[src/rtl/multi_mode_ping_pong_counter.sv]
// Bounded counter with three count modes (ping-pong, up-wrap, down-wrap) and hold.
// Adds a programmable step, a synchronous load, and an INIT/RUN/FAULT state machine.
// at_bound and wrap are one-edge registered pulses. Every output comes from a register.
module multi_mode_ping_pong_counter #(
  parameter int WIDTH  = 4,
  parameter int STEP_W = 2
) (
  input  logic              clk,
  input  logic              rst_n,
  input  logic              enable,
  input  logic              flip,
  input  logic              load,
  input  logic [WIDTH-1:0]  load_val,
  input  logic [STEP_W-1:0] step,
  input  logic [1:0]        mode,
  input  logic [WIDTH-1:0]  max,
  input  logic [WIDTH-1:0]  min,
  output logic [WIDTH-1:0]  out,
  output logic              direction,
  output logic              at_bound,
  output logic              wrap,
  output logic              fault
);

  localparam int XW = WIDTH + 1;
  localparam logic [1:0] M_PP = 2'b00, M_UP = 2'b01, M_DN = 2'b10;

  typedef enum logic [1:0] {S_INIT, S_RUN, S_FAULT} state_t;

  state_t         state_q, state_d;
  logic [WIDTH-1:0] out_d, ld_clamp;
  logic           dir_d, ab_d, wrap_d, d_pp;

  // The arithmetic has one extra bit, so a sum such as out+s can exceed max without overflowing.
  logic [WIDTH:0] s_x, out_x, max_x, min_x, up_x, dn_x;
  logic           cfg_ok, lo_hit, out_oor;

  assign s_x      = (step == '0) ? XW'(1) : XW'(step);
  assign out_x    = XW'(out);
  assign max_x    = XW'(max);
  assign min_x    = XW'(min);
  assign up_x     = out_x + s_x;
  assign dn_x     = out_x - s_x;                 // only used when !lo_hit, so never negative
  assign lo_hit   = out_x < (min_x + s_x);       // a step down would pass below min
  assign cfg_ok   = max > min;
  assign out_oor  = (out < min) || (out > max);
  assign ld_clamp = (load_val < min) ? min : (load_val > max) ? max : load_val;
  assign fault    = (state_q == S_FAULT);

  // Next-state and next-value logic. The pulse outputs default to 0 on every edge.
  always_comb begin
    state_d = state_q;
    out_d   = out;
    dir_d   = direction;
    ab_d    = 1'b0;
    wrap_d  = 1'b0;
    d_pp    = direction;
    case (state_q)
      S_INIT: begin
        if (cfg_ok) begin
          out_d   = min;
          dir_d   = 1'b1;
          ab_d    = 1'b1;
          state_d = S_RUN;
        end else begin
          state_d = S_FAULT;
        end
      end
      S_FAULT: begin
        if (cfg_ok) state_d = S_INIT;
      end
      S_RUN: begin
        if (!cfg_ok) begin
          state_d = S_FAULT;
        end else if (load) begin
          out_d = ld_clamp;
          ab_d  = (ld_clamp == min) || (ld_clamp == max);
        end else if (out_oor) begin
          // The bounds moved underneath the count, so restart from the bottom.
          out_d = min;
          dir_d = 1'b1;
          ab_d  = 1'b1;
        end else if (enable) begin
          case (mode)
            M_PP: begin
              d_pp = flip ? ~direction : direction;
              if (out == max) d_pp = 1'b0;     // a bound overrides flip
              if (out == min) d_pp = 1'b1;
              if (d_pp) out_d = (up_x > max_x) ? max : up_x[WIDTH-1:0];
              else      out_d = lo_hit ? min : dn_x[WIDTH-1:0];
              dir_d = d_pp;
              ab_d  = (out_d == max) || (out_d == min);
            end
            M_UP: begin
              dir_d = 1'b1;
              if (up_x > max_x) begin
                out_d  = min;
                wrap_d = 1'b1;
                ab_d   = 1'b1;
              end else begin
                out_d = up_x[WIDTH-1:0];
                ab_d  = (up_x == max_x);
              end
            end
            M_DN: begin
              dir_d = 1'b0;
              if (lo_hit) begin
                out_d  = max;
                wrap_d = 1'b1;
                ab_d   = 1'b1;
              end else begin
                out_d = dn_x[WIDTH-1:0];
                ab_d  = (dn_x == min_x);
              end
            end
            default: ;                          // mode 11: hold
          endcase
        end
      end
      default: state_d = S_INIT;
    endcase
  end

  // State and output registers. The reset is asynchronous, so it acts mid-cycle.
  always_ff @(posedge clk or negedge rst_n) begin
    if (!rst_n) begin
      state_q   <= S_INIT;
      out       <= '0;
      direction <= 1'b1;
      at_bound  <= 1'b0;
      wrap      <= 1'b0;
    end else begin
      state_q   <= state_d;
      out       <= out_d;
      direction <= dir_d;
      at_bound  <= ab_d;
      wrap      <= wrap_d;
    end
  end

endmodule

[config.mk]
export PLATFORM = sky130hd
export DESIGN_NAME = multi_mode_ping_pong_counter
export DESIGN_NICKNAME = d
export VERILOG_FILES = /design/src/rtl/multi_mode_ping_pong_counter.sv
export SDC_FILE = /design/constraint.sdc
export NUM_CORES = 1
export LEC_CHECK = 0
export ABC_AREA = 1
export BUFFER_PORTS_ARGS = -buffer_cell sky130_fd_sc_hd__buf_2
export CORE_MARGIN = 3
export CORE_UTILIZATION = 25
export CTS_BUF_LIST = sky130_fd_sc_hd__clkbuf_8 sky130_fd_sc_hd__clkbuf_16
export CTS_CLUSTER_DIAMETER = 60
export DETAILED_ROUTE_END_ITERATION = 6
export PLACE_DENSITY = 0.51
export SYNTH_ARGS = -nofsm -noshare
export SYNTH_HDL_FRONTEND = slang
export SYNTH_SLANG_ARGS = --single-unit
[constraint.sdc]
create_clock -name clk -period 2.9 [get_ports clk]
set_input_delay 0.58 -clock clk [delete_from_list [all_inputs] [get_ports clk]]
set_output_delay 0.58 -clock clk [all_outputs]
set_load 0.005 [all_outputs]
# Word level (Yosys, flattened, before mapping)
# Index checks and enable logic that the tools add are counted.
# W data, S select, Z words.
dict set report classes {
  add_sub_neg 3
  n_mul 0
  div 0
  n_lt_le_gt_ge 7
  eq_ne 21
  shifts 0
  n_mux 58
  n_bitwise 1
  n_reduce_logical 10
}
# operator n
set op_table {}
lappend op_table {{$mux W4} 18}
lappend op_table {{$mux W1} 28}
lappend op_table {{$eq A4 B4 Y1} 6}
lappend op_table {{$gt A4 B4 Y1} 3}
lappend op_table {{$pmux W4 S3} 1}
lappend op_table {{$add A4 B2 Y5} 2}
lappend op_table {{$eq A5 B4 Y1} 2}
lappend op_table {{$lt A4 B4 Y1} 2}
lappend op_table {{$mux W2} 4}
lappend op_table {{$ne A2 B2 Y1 const B} 4}
lappend op_table {{$pmux W4 S2} 1}
lappend op_table {{$logic_not A2 Y1} 3}
lappend op_table {{$ne A6 B4 Y1 const B} 1}
lappend op_table {{$pmux W1 S2} 3}
lappend op_table {{$pmux W1 S3} 2}
lappend op_table {{$pmux W2 S3} 1}
lappend op_table {{$reduce_and A6 Y1} 1}
lappend op_table {{$gt A5 B4 Y1} 1}
lappend op_table {{$lt A4 B5 Y1} 1}
lappend op_table {{$ne A5 B3 Y1 const B} 1}
lappend op_table {{$reduce_and A5 Y1} 1}
lappend op_table {{$sub A4 B2 Y5} 1}
lappend op_table {{$eq A2 B1 Y1 const B} 2}
lappend op_table {{$eq A2 B2 Y1 const B} 2}
lappend op_table {{other kinds (7)} 9}
dict set report word_totals {
  regBits 9
  latchBits 0
  ram_bits 0
  mem_bits_ro 0
  out_inout_bits 8
  elab_cells 105
  mem_count 0
}

# Longest topological paths before layout
# Gate-level depths: netlist of the first run.
dict set report depth {
  depth_word 25
  ltp_mapped 29
  depth_no_buf 29
}

# Worst setup path after synthesis of the first run
# Ideal clock, no wire load.
dict set report synth_timing {
  path_kind {input-to-reg}
  from {input port step[1]}
  to {register at_bound}
  arrival_ns 3.222
  t_required_ns 2.827
  setup_slack_ns -0.395
  stages 28
  path_cell_list {inv_1 > or2_2 > ha_1 > ha_1 > inv_1 > nand2_2 > xor2_1 > inv_1 > ha_1 > nand2_1 > nand2_1 > nand2_1 > nand4_4 > nand2_4 > nand2_1 > nand3_2 > nand2_2 > nand2_1 > nand2_1 > nor2_1 > nand2_1 > nand2_1 > nand2_1 > nand2_1 > nand2_1 > nand2_1 > nand2_1 > a21oi_2}
}
dict set report synth_via {
  elab_chain_cells 20
  word_cells_on_any_way 29
  classes_between {3 x add/sub; 2 x order compare; 4 x eq/ne; 18 x mux; 2 x reduce/logical}
}
# element line
set synth_rtl {}
lappend synth_rtl {{start, declared} 14} ;# input logic [STEP_W-1:0] step,
lappend synth_rtl {{$logic_not A2 Y1} 38} ;# assign s_x = (step == '0) ? XW'(1) : XW'(step);
lappend synth_rtl {{$mux W2 (*)} 38}
lappend synth_rtl {{$add A4 B2 Y5 (on tied branches)} {44, 42}}
lappend synth_rtl {{$lt A4 B5 Y1 / $gt A5 B4 Y1 (equally long branches)} {44, 89, 96}}
lappend synth_rtl {{$mux W4 (on tied branches)} {90, 89}}
lappend synth_rtl {{$mux W4} 89} ;# if (d_pp) out_d = (up_x > max_x) ? max : up_x[WIDTH-1:0];
lappend synth_rtl {{$mux W4} 84} ;# case (mode)
lappend synth_rtl {{$mux W4} 83} ;# end else if (enable) begin
lappend synth_rtl {{(+5 left out)} -}
lappend synth_rtl {{$logic_or A1 B1 Y1} 92} ;# ab_d = (out_d == max) || (out_d == min);
lappend synth_rtl {{$pmux W1 S3 (*)} 84}
lappend synth_rtl {{$mux W1 (*)} 83}
lappend synth_rtl {{$mux W1 (*)} 78} ;# end else if (out_oor) begin
lappend synth_rtl {{$mux W1 (*)} 75} ;# end else if (load) begin
lappend synth_rtl {{$mux W1 (*)} 73} ;# if (!cfg_ok) begin
lappend synth_rtl {{$pmux W1 S2 (*)} 58} ;# case (state_q)
lappend synth_rtl {{net ab_d} 32} ;# logic dir_d, ab_d, wrap_d, d_pp;
lappend synth_rtl {{end signal, assigned} 130} ;# at_bound <= 1'b0;
lappend synth_rtl {{end signal, assigned} 136} ;# at_bound <= ab_d;
lappend synth_rtl {{end, declared} 20} ;# output logic at_bound,
# The timed path passes the listed nets; every way through them passes the cells marked *. The select of a mux whose other input is x is not followed.
# A chain may end at the register's enable or synchronous reset.

# Worst setup path in the final report of the first run
dict set report layout_timing {
  from {input port step[1]}
  to {register out[0]}
}
dict set report layout_via {
  elab_chain_cells 18
  word_cells_on_any_way 24
  classes_between {3 x add/sub; 2 x order compare; 18 x mux; 1 x reduce/logical}
}
# element line
set layout_rtl {}
lappend layout_rtl {{$logic_not A2 Y1} 38}
lappend layout_rtl {{$mux W2 (*)} 38}
lappend layout_rtl {{$add A4 B2 Y5 (on tied branches)} {44, 42}}
lappend layout_rtl {{$lt A4 B5 Y1 / $gt A5 B4 Y1 (equally long branches)} {44, 89, 96}}
lappend layout_rtl {{$mux W4 (on tied branches)} {90, 89}}
lappend layout_rtl {{$mux W4} 89}
lappend layout_rtl {{$mux W4} 84}
lappend layout_rtl {{$mux W4} 83}
lappend layout_rtl {{(+2 left out)} -}
lappend layout_rtl {{$mux W4} 73}
lappend layout_rtl {{$mux W4} 58}
lappend layout_rtl {{$pmux W4 S3 (*)} 84}
lappend layout_rtl {{$mux W4 (*)} 83}
lappend layout_rtl {{$mux W4 (*)} 78}
lappend layout_rtl {{$mux W4 (*)} 75}
lappend layout_rtl {{$mux W4 (*)} 73}
lappend layout_rtl {{$pmux W4 S2 (*)} 58}
lappend layout_rtl {{end signal, assigned} 134} ;# out <= out_d;
lappend layout_rtl {{end, declared} 18} ;# output logic [WIDTH-1:0] out,
# Mark *: on every way between the ends. The rest lies on a longest branch, timed or not. The select of a mux whose other input is x is not followed.

==> results of run 1 <==
state kept, by name, indices dropped and copies added (netlist names):
name,cells
at_bound,1
wrap,1
state_q,2
direction,1
out,4
per-stage QoR:
stage	TNS [ns]	worst slack, ns
detailed placement	-2.89	-0.629
finish	-1.30	-0.314
floorplan	-0.160	-0.160
global route	-2.28	-0.515
global placement	-2.51	-0.570
CTS	-0.872	-0.213
critical path, stage by stage:
cell and delay (ns):
sky130_fd_sc_hd__buf_12 0.09, sky130_fd_sc_hd__inv_12 0.03, sky130_fd_sc_hd__or2_4 0.27, sky130_fd_sc_hd__ha_4 0.18, sky130_fd_sc_hd__ha_4 0.16, sky130_fd_sc_hd__inv_4 0.05
sky130_fd_sc_hd__nand2_4 0.05, sky130_fd_sc_hd__xor2_4 0.15, sky130_fd_sc_hd__inv_2 0.06, sky130_fd_sc_hd__ha_4 0.27, sky130_fd_sc_hd__nand4_1 0.14, sky130_fd_sc_hd__nand4_4 0.19
sky130_fd_sc_hd__nand2_8 0.10, sky130_fd_sc_hd__buf_4 0.14, sky130_fd_sc_hd__buf_6 0.12, sky130_fd_sc_hd__o211ai_1 0.16, sky130_fd_sc_hd__nand3_1 0.10, sky130_fd_sc_hd__o211ai_1 0.12
sky130_fd_sc_hd__o211ai_1 0.12, sky130_fd_sc_hd__o211ai_1 0.13, sky130_fd_sc_hd__a22oi_1 0.09
kinds of logic after synthesis:
| family | Yosys count |
|---|---|
| compound gates | 67 |
| xor+xnor | 13 |
| fa+ha+maj | 38 |
| buf+inv | 53 |
| flops | 9 |
| simple gates | 160 |
synth_stat cells (all sizes together):
cell type	count	area share
o21ai	23	0.049
dfrtp	8	0.086
clkbuf	2	0.0032
clkinv	1	0.0016
a21boi	1	0.0032
o22ai	1	0.0027
xor2	13	0.049
ha	37	0.20
nand3	34	0.10
nand2	87	0.18
or2	4	0.011
nor4	1	0.0027
o211a	1	0.0043
dfstp	1	0.011
a31oi	1	0.0091
nand4	10	0.040
o211ai	18	0.058
nor3	3	0.0064
a2111oi	1	0.0038
inv	48	0.077
a21oi	17	0.040
a22oi	4	0.013
buf	2	0.0097
fa	1	0.0086
nor2	21	0.034
worst min path at each step:
stage / end / cells after the start / slack [ns] / startpoint
4_1_cts: out[2] / 1 / 0.20 / rst_n
3_3_place_gp: wrap / 1 / 0.45 / rst_n
6_report: wrap / 1 / 0.20 / rst_n
5_1_grt: out[2] / 1 / 0.20 / rst_n
2_1_floorplan: at_bound / 0 / 0.28 / rst_n
3_5_place_dp: wrap / 1 / 0.45 / rst_n
cell usage in the layout, fill, tap and decap left out, types with 12 or more instances in the layout:
| cell | instances |
|---|---|
| sky130_fd_sc_hd__inv_1 | 40 |
| sky130_fd_sc_hd__nand2_1 | 54 |
| sky130_fd_sc_hd__o211ai_1 | 18 |
| sky130_fd_sc_hd__nand2_2 | 16 |
| sky130_fd_sc_hd__nand3_1 | 22 |
| sky130_fd_sc_hd__a21oi_1 | 14 |
| sky130_fd_sc_hd__buf_2 | 27 |
| sky130_fd_sc_hd__nor2_1 | 19 |
| sky130_fd_sc_hd__xor2_1 | 12 |
| sky130_fd_sc_hd__o21ai_0 | 20 |
| sky130_fd_sc_hd__buf_4 | 57 |
| sky130_fd_sc_hd__ha_1 | 31 |
| sky130_fd_sc_hd__nand2_4 | 16 |
power by group through the flow:
stage | sequential, mW | clock [mW] | combinational (mW)
2_1_floorplan | 0.231 | 0 | 1.53
3_3_place_gp | 0.217 | 0 | 2.38
3_5_place_dp | 0.218 | 0 | 2.40
4_1_cts | 0.217 | 0.147 | 2.66
5_1_grt | 0.228 | 0.154 | 3.37
6_report | 0.219 | 0.141 | 3.05
area by class of cell:
type	count	area, um2
fill	927	5530
multi-input combinational	278	2140
timing repair buffer	88	617
sequential	9	226
inverter	49	199
tap	108	135
clock buffer	3	41.3
clock inverter	1	3.75
repair_timing:
action | in CTS | in global routing
hold buffers | 0 | 0
endpoints found under the hold margin | 0 | 0
setup endpoints to repair | 5 | 5
buffers inserted | 3 | 8
resized for setup | 17 | 28
pin swaps | 21 | 42
per-layer routing:
metal / up-vias / routed length, um / share of wire
met3: 11 / 311 / 0.039
met5: - / 0 / 0
met4: 0 / 114 / 0.014
met2: 52 / 3750 / 0.47
li1: 1336 / - / -
met1: 1185 / 3750 / 0.47
==> summary.md, run 1 <==
| Metric | Value |
|---|---|
| Status | `finished, violations left` |
| Violations in the final reports | `negative setup slack` |
| Reg-to-reg critical path startpoint | `out[1]` |
| Area share of fa/ha/maj cells after synthesis | `0.207` |
| Setup slack of the critical path after layout | `-0.314 ns` |
| Clock tree from TritonCTS | `yes` |
| Final hold vios | `0` |
| Synthesized-area fraction occupied by ao, oa, aoi and oai cells | `0.183` |
| Core Rows | `34` |
| Number of buffers between clock root and the deepest sink | `2` |
| Cell area power density | `around 1000 nW/um2` |
| Part of the total power dissipated in the clock network | `0.041` |
| Vias in the first global route | `~2,600` |
| Actual transition at the worst max-transition pin | `about 0.40 ns` |
| Weighted congestion reported at the end of routability-driven placement | `just over 0.9` |
| Starting Density | `0.262` |
| Static Leakage | `about 1.7 nW` |
| Portion of total power attributed to combinational logic | `0.894` |
| Placed cell area | `about 3000 um2` |
| Fin util | `0.378` |
| Antenna Nets Post-Route | `0` |
| Worst setup path endpoint | `out[0]` |
| PortBufs | `28` |
| RSZ-0062 raised after global routing | `true` |
| Largest fanout on the critical path | `6` |
| Met1 capacity usage during global routing | `0.221` |
| Internal reg-to-reg setup slack | `-0.17 ns` |
| Clock Latency Late Sink | `between 0.2 and 0.25 ns` |
| Total Routed Length | `7920 um` |
| Post-route DRC violation count | `0` |
| Reg2Reg Capture Point | `out[0]` |
| Number of antenna violations at the first check in global routing | `0` |
| Iteration count of the initial detailed-routing pass | `4` |
| Pin count of the biggest net entering global routing | `12` |
| Largest family of logic cells by synthesized area | `simple AND/OR/NAND/NOR gates` |
| Overall overflow remaining after global route | `0` |
| WP data arrival | `around 3.3 ns` |
| Total of flip-flops plus latches after synthesis | `9` |
| Global-route track usage on met2 | `0.267` |
| Fraction of synthesized cell area in xor and xnor cells | `0.0489` |
| Met3 track utilization from global routing | `0.0108` |
| Die height | `approximately 100 um` |
| Avg Synthesized Cell Area | `about 6.8 um2` |
| Core area | `about 8900 um2` |
| Post-synth net total | `399` |
| Time the worst path needs with I/O delays and setup | `3.21 ns` |
| Aggregate global-route resource usage | `0.158` |
| Slew Viols, Final | `0` |
| Initial drt markers | `112` |
| Warning count from the yosys run | `0` |
| Average routed wire per standard cell | `14.8 um` |
| Simple-gate share of the synthesized area | `0.371` |
| Proportion of power drawn by flip-flops and latches | `0.064` |
| Nets | `around 490` |
| ANT cells | `0` |
| DR vias | `between 2,000 and 3,000` |
| Count of maximum capacitance violations | `0` |
| Clock-pin slew of the registers on the worst-case setup and hold paths | `about 0.05 ns` |
| Worst VDD drop | `~0.00042 V` |
| Non-Filler Instances | `536` |
| Multiplexer share of the synthesized area | `0` |
| Achievable clock frequency | `approximately 310 MHz` |
| CTS root buf | `sky130_fd_sc_hd__clkbuf_8` |
| Die Footprint | `roughly 11,000 um2` |
| Internal Power | `1.66 mW` |
| Relative slew slack | `0.729` |
| Distinct cell type count after synthesis | `34` |
| Worst Skew | `around 0.0015 ns` |
| Number of top-level design ports | `29` |
| Total of endpoints with negative setup slack in the final report | `5` |
| H-tree Lvls | `1` |
| Num CTS Buffers | `3` |
| Layout cells sized above 1 | `0.388` |
| Reg2Reg Depth | `18` |
| HPWL after detailed placement | `between 6000 and 7000 um` |
| Setup Crit Path Kind | `in -> reg` |
| Mapped Cells | `between 300 and 400` |
| Instance count after placement with tap cells included | `522` |
| Crit path required time | `about 3.0 ns` |
| Die span in x | `103 um` |
| Worst min path class | `in -> async` |
| Total power | `roughly 3.4 mW` |
| Final worst-path cycle share | `1.11` |
| Synthesis-to-finish area growth | `44.3%` |
| Seq/Total Area, Yosys | `0.0973` |
| Syn Std Cell Area | `2330 um2` |
| Net Sw Frac | `0.513` |
| Net Sw Power | `about 1.7 mW` |
| Startpoint type of the worst setup path | `primary input` |
| Global-route wire length before repair | `~13,000 um` |
| Endpoint type of the worst setup path | `flop` |
| Final Hold Slack | `0.201 ns` |
| Finished Cell Area | `around 3400 um2` |
| Startpoint of the worst setup timing path | `step[1]` |
| Routing layer with the top usage in global route | `met2` |
| Post-detailed-route via-to-cell ratio | `4.82` |
| # clock sinks | `9` |
(Power assumes the default switching activity.)
==> inputs of run 2 (changes only) <==
--- a/config.mk
+++ b/config.mk
@@ -8,11 +8,11 @@
 export ABC_AREA = 1
 export BUFFER_PORTS_ARGS = -buffer_cell sky130_fd_sc_hd__buf_2
 export CORE_MARGIN = 3
-export CORE_UTILIZATION = 25
+export CORE_UTILIZATION = 30
 export CTS_BUF_LIST = sky130_fd_sc_hd__clkbuf_8 sky130_fd_sc_hd__clkbuf_16
 export CTS_CLUSTER_DIAMETER = 60
 export DETAILED_ROUTE_END_ITERATION = 6
-export PLACE_DENSITY = 0.51
+export PLACE_DENSITY = 0.57
 export SYNTH_ARGS = -nofsm -noshare
 export SYNTH_HDL_FRONTEND = slang
 export SYNTH_SLANG_ARGS = --single-unit
==> run 2 against run 1 <==
The flow still finishes with violations (negative setup slack). Largest cell class unchanged. Highest routed layer unchanged. Cell count decreased by 1.7%. Routed wire length shrank 1.1%. Combinational power decreased by 7.5%. Worst hold slack worse by 0.0029 ns. Via count up 0.62%.
==> summary.md, run 2 (synthesis results as in run 1) <==
| Metric | Value |
|---|---|
| Post-route DRC violation count | `0 (unchanged)` |
| Global-route wire length before repair | `12,700 um (-3.4%)` |
| Startpoint type of the worst setup path | `primary input` |
| Endpoint type of the worst setup path | `flop` |
| Iteration count of the initial detailed-routing pass | `4 (unchanged)` |
| Worst setup path endpoint | `at_bound` |
| RSZ-0062 raised after global routing | `true` |
| Vias in the first global route | `2,511 (-3.8%)` |
| Slew Viols, Final | `0 (unchanged)` |
| Highest-count cells in the layout ignoring fill and taps | `60 x sky130_fd_sc_hd__nand2_1, 59 x sky130_fd_sc_hd__buf_4, 40 x sky130_fd_sc_hd__inv_1, 32 x sky130_fd_sc_hd__ha_1, 27 x sky130_fd_sc_hd__buf_2` |
| Time the worst path needs with I/O delays and setup | `3.10 ns (-0.115 ns)` |
| Most flops, register | `out` |
| Placed cell area | `3030 um2 (-0.12%)` |
| Nets | `488 (unchanged)` |
| Static Leakage | `1.67 nW (-1.1%)` |
| H-tree Lvls | `1 (unchanged)` |
| Relative slew slack | `0.714 (-0.0152)` |
| Final worst-path cycle share | `1.07 (-0.0397)` |
| Reg2Reg Capture Point | `out[0]` |
| Finished Cell Area | `3260 um2 (-3.0%)` |
| DR vias | `2,600 (+0.62%)` |
| Starting Density | `0.314 (+0.0524)` |
| Post-detailed-route via-to-cell ratio | `4.93 (+2.3%)` |
| Total power | `3.18 mW (-6.6%)` |
| Number of top-level design ports | `29 (unchanged)` |
| # clock sinks | `9 (unchanged)` |
| Startpoint of the worst setup timing path | `step[1]` |
| Total Routed Length | `7840 um (-1.1%)` |
| Final hold vios | `0 (unchanged)` |
| Setup slack of the critical path after layout | `-0.199 ns (+0.115 ns)` |
| Initial drt markers | `163 (+46%)` |
| Antenna Nets Post-Route | `0 (unchanged)` |
| CTS root buf | `sky130_fd_sc_hd__clkbuf_8` |
| Most common cell after layout, fill and taps aside | `sky130_fd_sc_hd__nand2_1` |
| Clock tree from TritonCTS | `yes` |
| Registers with the most flip-flops | `out: 4 flops, state_q: 2 flops` |
| Core area | `7410 um2 (-17%)` |
| Die span in x | `94.1 um (-8.2%)` |
| Final setup TNS | `-0.697 ns (+0.599 ns)` |
| Pin count of the biggest net entering global routing | `12 (unchanged)` |
| Total of endpoints with negative setup slack in the final report | `5 (unchanged)` |
| HPWL after detailed placement | `6450 um (-2.5%)` |
| Reg-to-reg critical path startpoint | `out[1]` |
| Clock-pin slew of the registers on the worst-case setup and hold paths | `0.05 ns (about the same)` |
| Count of maximum capacitance violations | `0 (unchanged)` |
| Flip-flop count of the largest register after layout | `4 (unchanged)` |
| Number of buffers between clock root and the deepest sink | `2 (unchanged)` |
| Internal reg-to-reg setup slack | `-0.15 ns (+0.02 ns)` |
| Reg2Reg Depth | `19 (+1)` |
| Violations in the final reports | `negative setup slack` |
| Layout cells sized above 1 | `0.360 (-0.0280)` |
| Average routed wire per standard cell | `14.9 um (+0.63%)` |
| Die Footprint | `8850 um2 (-16%)` |
| Largest fanout on the critical path | `6 (unchanged)` |
| ANT cells | `0 (unchanged)` |
| Clock Latency Late Sink | `0.23 ns (about the same)` |
| PortBufs | `28 (unchanged)` |
| Num CTS Buffers | `3 (unchanged)` |
| Achievable clock frequency | `323 MHz (+3.7%)` |
| Worst Skew | `0.00288 ns (+0.00134 ns)` |
| Synthesis-to-finish area growth | `40.0%` |
| Worst min path class | `in -> async` |
| Core Rows | `31 (-8.8%)` |
| Overall overflow remaining after global route | `0 (unchanged)` |
| Setup Crit Path Kind | `in -> reg` |
| Cell area power density | `976 nW/um2 (-3.7%)` |
| WP data arrival | `3.26 ns (-0.05 ns)` |
| Number of antenna violations at the first check in global routing | `0 (unchanged)` |
| Actual transition at the worst max-transition pin | `0.426 ns (+0.0227 ns)` |
| Die height | `94.1 um (-8.2%)` |
| Worst VDD drop | `0.000440 V (+4.5%)` |
| Aggregate global-route resource usage | `0.182 (+0.0240)` |
| Crit path required time | `3.07 ns (+0.07 ns)` |
| Weighted congestion reported at the end of routability-driven placement | `0.950 (+1.6%)` |
| Status | `finished, violations left` |
## run 2: worst min path at each step
stage,from,endpoint,slack (ns),cells after the start
6_report,rst_n,state_q[0],0.20,1
5_1_grt,rst_n,state_q[0],0.20,1
4_1_cts,rst_n,state_q[0],0.20,1
3_5_place_dp,rst_n,state_q[0],0.45,1
3_3_place_gp,rst_n,wrap,0.44,1
2_1_floorplan,rst_n,at_bound,0.28,0
## run 2: cell type report
class	count	area (um2)
multi-input cells	278	2060
fillers	769	4150
repair buffers	88	609
clock buffers	3	41.3
well taps	99	124
inverters	49	196
clock inverters	1	3.75
flip-flops and latches	9	226
## run 2: critical path: stages
cell and delay [ns]:
sky130_fd_sc_hd__buf_12 0.09, sky130_fd_sc_hd__inv_12 0.03, sky130_fd_sc_hd__or2_4 0.26, sky130_fd_sc_hd__ha_4 0.17
sky130_fd_sc_hd__ha_4 0.15, sky130_fd_sc_hd__inv_2 0.06, sky130_fd_sc_hd__nand2_4 0.06, sky130_fd_sc_hd__xor2_4 0.15
sky130_fd_sc_hd__inv_2 0.06, sky130_fd_sc_hd__ha_4 0.27, sky130_fd_sc_hd__nand4_1 0.14, sky130_fd_sc_hd__nand4_4 0.18
sky130_fd_sc_hd__nand2_8 0.10, sky130_fd_sc_hd__nand2_4 0.09, sky130_fd_sc_hd__nand3_4 0.08, sky130_fd_sc_hd__nand2_4 0.09
sky130_fd_sc_hd__nand2_1 0.05, sky130_fd_sc_hd__nand2_1 0.06, sky130_fd_sc_hd__nand2_1 0.05, sky130_fd_sc_hd__inv_1 0.04
sky130_fd_sc_hd__nand2_1 0.04, sky130_fd_sc_hd__nand2_1 0.07, sky130_fd_sc_hd__nand2_1 0.05, sky130_fd_sc_hd__nand2_1 0.06
sky130_fd_sc_hd__nand2_1 0.05, sky130_fd_sc_hd__nand2_1 0.05, sky130_fd_sc_hd__nand2_1 0.06, sky130_fd_sc_hd__a21oi_2 0.10
## run 2: power by group
group	switching [mW]	internal (mW)	leakage [nW]	total, mW
registers	0.0496	0.170	0.107	0.219
clock network	0.0513	0.0924	0.0269	0.144
logic	1.54	1.28	1.54	2.82
total	1.64	1.54	1.67	3.18
## run 2: layer usage
| metal | track usage | wire, um | vias to the layer above | share of wire |
|---|---|---|---|---|
| met3 | 0.0136 | 261 | 6 | 0.033 |
| met4 | 0.0301 | 119 | 0 | 0.015 |
| met1 | 0.250 | 3740 | 1206 | 0.48 |
| li1 | - | - | 1339 | - |
| met2 | 0.313 | 3720 | 49 | 0.47 |
| met5 | 0 | 0 | - | 0 |
## run 2: metrics by stage
step | instances | setup slack, ns | utilization | hold WS (ns)
floorplan | 340 | -0.160 | - | 0.284
global placement | 514 | -0.597 | 0.409 | 0.445
detailed placement | 514 | -0.617 | 0.409 | 0.450
CTS | 525 | -0.187 | 0.433 | 0.201
global route | 527 | -0.411 | 0.440 | 0.200
finish | 527 | -0.199 | 0.440 | 0.198
## run 2: what timing repair did
action / CTS / global route
hold buffers: 0 / 0
resized for setup: 16 / 9
setup buffers: 7 / 2
pin swaps: 19 / 15
endpoints found under the setup margin: 5 / 5
==> inputs of run 3 (changes only) <==
--- a/config.mk
+++ b/config.mk
@@ -7,6 +7,7 @@
 export LEC_CHECK = 0
 export ABC_AREA = 1
 export BUFFER_PORTS_ARGS = -buffer_cell sky130_fd_sc_hd__buf_2
+export CAP_MARGIN = 15
 export CORE_MARGIN = 3
 export CORE_UTILIZATION = 30
 export CTS_BUF_LIST = sky130_fd_sc_hd__clkbuf_8 sky130_fd_sc_hd__clkbuf_16
==> constraint.sdc (replaced) <==
create_clock -name clk -period 2.9 [get_ports clk]
set_input_delay 0.58 -clock clk [delete_from_list [all_inputs] [get_ports clk]]
set_output_delay 0.58 -clock clk [all_outputs]
set_load 0.02 [all_outputs]
==> run 3 against run 2 <==
The flow still finishes with violations (negative setup slack). Via count increased by 2.0%. Sequential power barely moved. Worst hold slack worse by 0.00098 ns. Clock power is essentially flat. Cell count is the same. Critical path type unchanged. Critical endpoint unchanged. Largest cell class unchanged. Highest routed layer unchanged.
==> summary.md, run 3 (synthesis results as in run 1) <==
| Metric | Value |
|---|---|
| Status | `finished, violations left` |
| Violations in the final reports | `negative setup slack` |
| DR vias | `2,652 (+2.0%)` |
| Highest-count cells in the layout ignoring fill and taps | `59 x sky130_fd_sc_hd__nand2_1, 53 x sky130_fd_sc_hd__buf_4, 40 x sky130_fd_sc_hd__inv_1, 31 x sky130_fd_sc_hd__ha_1, 26 x sky130_fd_sc_hd__buf_2` |
| Pin count of the biggest net entering global routing | `12 (unchanged)` |
| Reg2Reg Depth | `23 (+4)` |
| Synthesis-to-finish area growth | `42.2%` |
| Count of maximum capacitance violations | `0 (unchanged)` |
| Most flops, register | `out` |
| Kind of cell adding the most delay to the critical path | `simple AND/OR/NAND/NOR gates` |
| Number of buffers between clock root and the deepest sink | `2 (unchanged)` |
| Global-route wire length before repair | `12,300 um (-3.0%)` |
| Final Hold Slack | `0.197 ns (-0.000985 ns)` |
| Net Sw Power | `1.71 mW (+4.5%)` |
| Clock tree from TritonCTS | `yes` |
| ANT cells | `0 (unchanged)` |
| Portion of total power attributed to combinational logic | `0.889 (+0.003)` |
| Multi-input combinational cell area | `2070 um2 (+0.61%)` |
| Final hold vios | `0 (unchanged)` |
| Slowest cell on the critical path | `sky130_fd_sc_hd__ha_4` |
| Most common cell after layout, fill and taps aside | `sky130_fd_sc_hd__nand2_1` |
| Proportion of power drawn by flip-flops and latches | `0.067 (-0.002)` |
| Count of buffering cells on the critical path with inverters included | `4 (-1)` |
| Worst stage delay on the critical path | `0.28 ns (about the same)` |
| Num CTS Buffers | `3 (unchanged)` |
| Iteration count of the initial detailed-routing pass | `7 (+3)` |
| Instance count after placement with tap cells included | `515 (+0.19%)` |
| Setup slack of the critical path after layout | `-0.224 ns (-0.0253 ns)` |
| # clock sinks | `9 (unchanged)` |
| Clock Latency Late Sink | `0.23 ns (about the same)` |
| Number of top-level design ports | `29 (unchanged)` |
| RSZ-0062 raised after global routing | `true` |
| Post-detailed-route via-to-cell ratio | `5.03 (+2.0%)` |
| Average routed wire per standard cell | `15.0 um (+0.68%)` |
| H-tree Lvls | `1 (unchanged)` |
| Starting Density | `0.314 (unchanged)` |
| Worst min path class | `in -> async` |
| Startpoint type of the worst setup path | `primary input` |
| Net Sw Frac | `0.520 (+0.00525)` |
| CTS root buf | `sky130_fd_sc_hd__clkbuf_8` |
| Weighted congestion reported at the end of routability-driven placement | `0.902 (-5.0%)` |
| Achievable clock frequency | `320 MHz (-0.81%)` |
| Static Leakage | `1.68 nW (+0.80%)` |
| Largest fanout on the critical path | `6 (unchanged)` |
| Total number of cells along the worst setup path | `26 (-7.1%)` |
| Initial drt markers | `239 (+47%)` |
| Time the worst path needs with I/O delays and setup | `3.12 ns (+0.0253 ns)` |
| Core Rows | `31 (unchanged)` |
| Vias in the first global route | `2,407 (-4.1%)` |
| WP data arrival | `3.29 ns (+0.03 ns)` |
| PortBufs | `28 (unchanged)` |
| Overall overflow remaining after global route | `0 (unchanged)` |
| Part of the total power dissipated in the clock network | `0.044 (about the same)` |
| Registers with the most flip-flops | `out: 4 flops, state_q: 2 flops` |
| Worst Skew | `0.00204 ns (-0.000840 ns)` |
| Die span in x | `94.1 um (unchanged)` |
| Relative slew slack | `0.709 (-0.00531)` |
| Non-Filler Instances | `527 (unchanged)` |
| Internal Power | `1.58 mW (+2.3%)` |
| Total power | `3.29 mW (+3.4%)` |
| Total Routed Length | `7890 um (+0.68%)` |
| Antenna Nets Post-Route | `0 (unchanged)` |
| Flip-flop count of the largest register after layout | `4 (unchanged)` |
| Nets | `488 (unchanged)` |
| Slew Viols, Final | `0 (unchanged)` |
| Worst setup slack after placement | `-0.601 ns (+0.0162 ns)` |
| Storage element area | `228 um2 (+0.55%)` |
| Setup Crit Path Kind | `in -> reg` |
| Post-route DRC violation count | `0 (unchanged)` |
| Fin util | `0.447 (+0.00693)` |
| Core area | `7410 um2 (unchanged)` |
| Number of antenna violations at the first check in global routing | `0 (unchanged)` |
| Layout cells sized above 1 | `0.367 (+0.00701)` |
| Crit path required time | `3.06 ns (about the same)` |
| Number of filler instances in the final layout | `751 (-2.3%)` |
| Final worst-path cycle share | `1.08 (+0.00871)` |
| Die Footprint | `8850 um2 (unchanged)` |
| Clock-pin slew of the registers on the worst-case setup and hold paths | `0.05 ns (about the same)` |
| Total of endpoints with negative setup slack in the final report | `5 (unchanged)` |
| Endpoint type of the worst setup path | `flop` |
| Worst VDD drop | `0.000537 V (+22%)` |
| Cell area power density | `994 nW/um2 (+1.8%)` |
| Actual transition at the worst max-transition pin | `0.434 ns (+0.00790 ns)` |
| Aggregate global-route resource usage | `0.176 (-0.00530)` |
| Die height | `94.1 um (unchanged)` |
| Worst path most repeated cell | `sky130_fd_sc_hd__nand2_1` |
| HPWL after detailed placement | `6450 um (about the same)` |
==> run 3: cell count changes in the layout (fill, tap and decap cells not counted), moves of 2 or more <==
cell / before / now
sky130_fd_sc_hd__buf_4: 59 / 53
sky130_fd_sc_hd__nand2_2: 13 / 15
sky130_fd_sc_hd__nand3_2: 6 / 8
sky130_fd_sc_hd__buf_6: 1 / 7
sky130_fd_sc_hd__nand3_1: 24 / 22
==> run 3: area by class of cell <==
cell class,count,area share
clock buffers,3,0.0125
clock inverters,1,0.00113
inverters,49,0.0593
multi-input cells,278,0.625
flip-flops and latches,9,0.0688
well taps,99,0.0374
repair buffers,88,0.195
==> run 3: metrics by stage <==
stage,setup TNS [ns],instance area (um2)
detailed placement,-2.90,3050
global route,-1.48,3310
global placement,-2.36,3050
finish,-0.841,3310
floorplan,-0.156,2410
CTS,-0.911,3230
==> run 3: worst paths after layout <==
kind	start	end	slack, ns
worst max-delay path	step[1]	at_bound	-0.22
worst min-delay path	rst_n	out[3]	0.20
worst max register to register	out[1]	at_bound	-0.18
worst min register to register	state_q[0]	at_bound	0.51
max in group asynchronous	rst_n	direction	2.45
min in group clk	state_q[0]	at_bound	0.51
==> run 3: what timing repair did <==
action                                 in CTS  in global routing
setup endpoints to repair                   5                  5
endpoints found under the hold margin       0                  0
pin swaps                                  26                 21
hold buffers                                0                  0
setup buffers                               6                  5
gates resized for setup                    16                 16
==> run 3: power groups by stage <==
stage / Combinational (mW) / Clock (mW) / Sequential (mW)
5_1_grt: 3.19 / 0.163 / 0.225
2_1_floorplan: 1.53 / 0 / 0.272
4_1_cts: 2.72 / 0.151 / 0.216
3_5_place_dp: 2.44 / 0 / 0.217
6_report: 2.93 / 0.145 / 0.219
3_3_place_gp: 2.41 / 0 / 0.217
==> run 3: per-layer routing <==
layer	vias up	part of all wire	GRT usage	routed length, um
met3	4	0.046	0.0112	365
met2	73	0.49	0.302	3840
met1	1240	0.46	0.249	3660
li1	1335	-	-	-
met4	0	0.0035	0.0205	28
met5	-	0	0	0
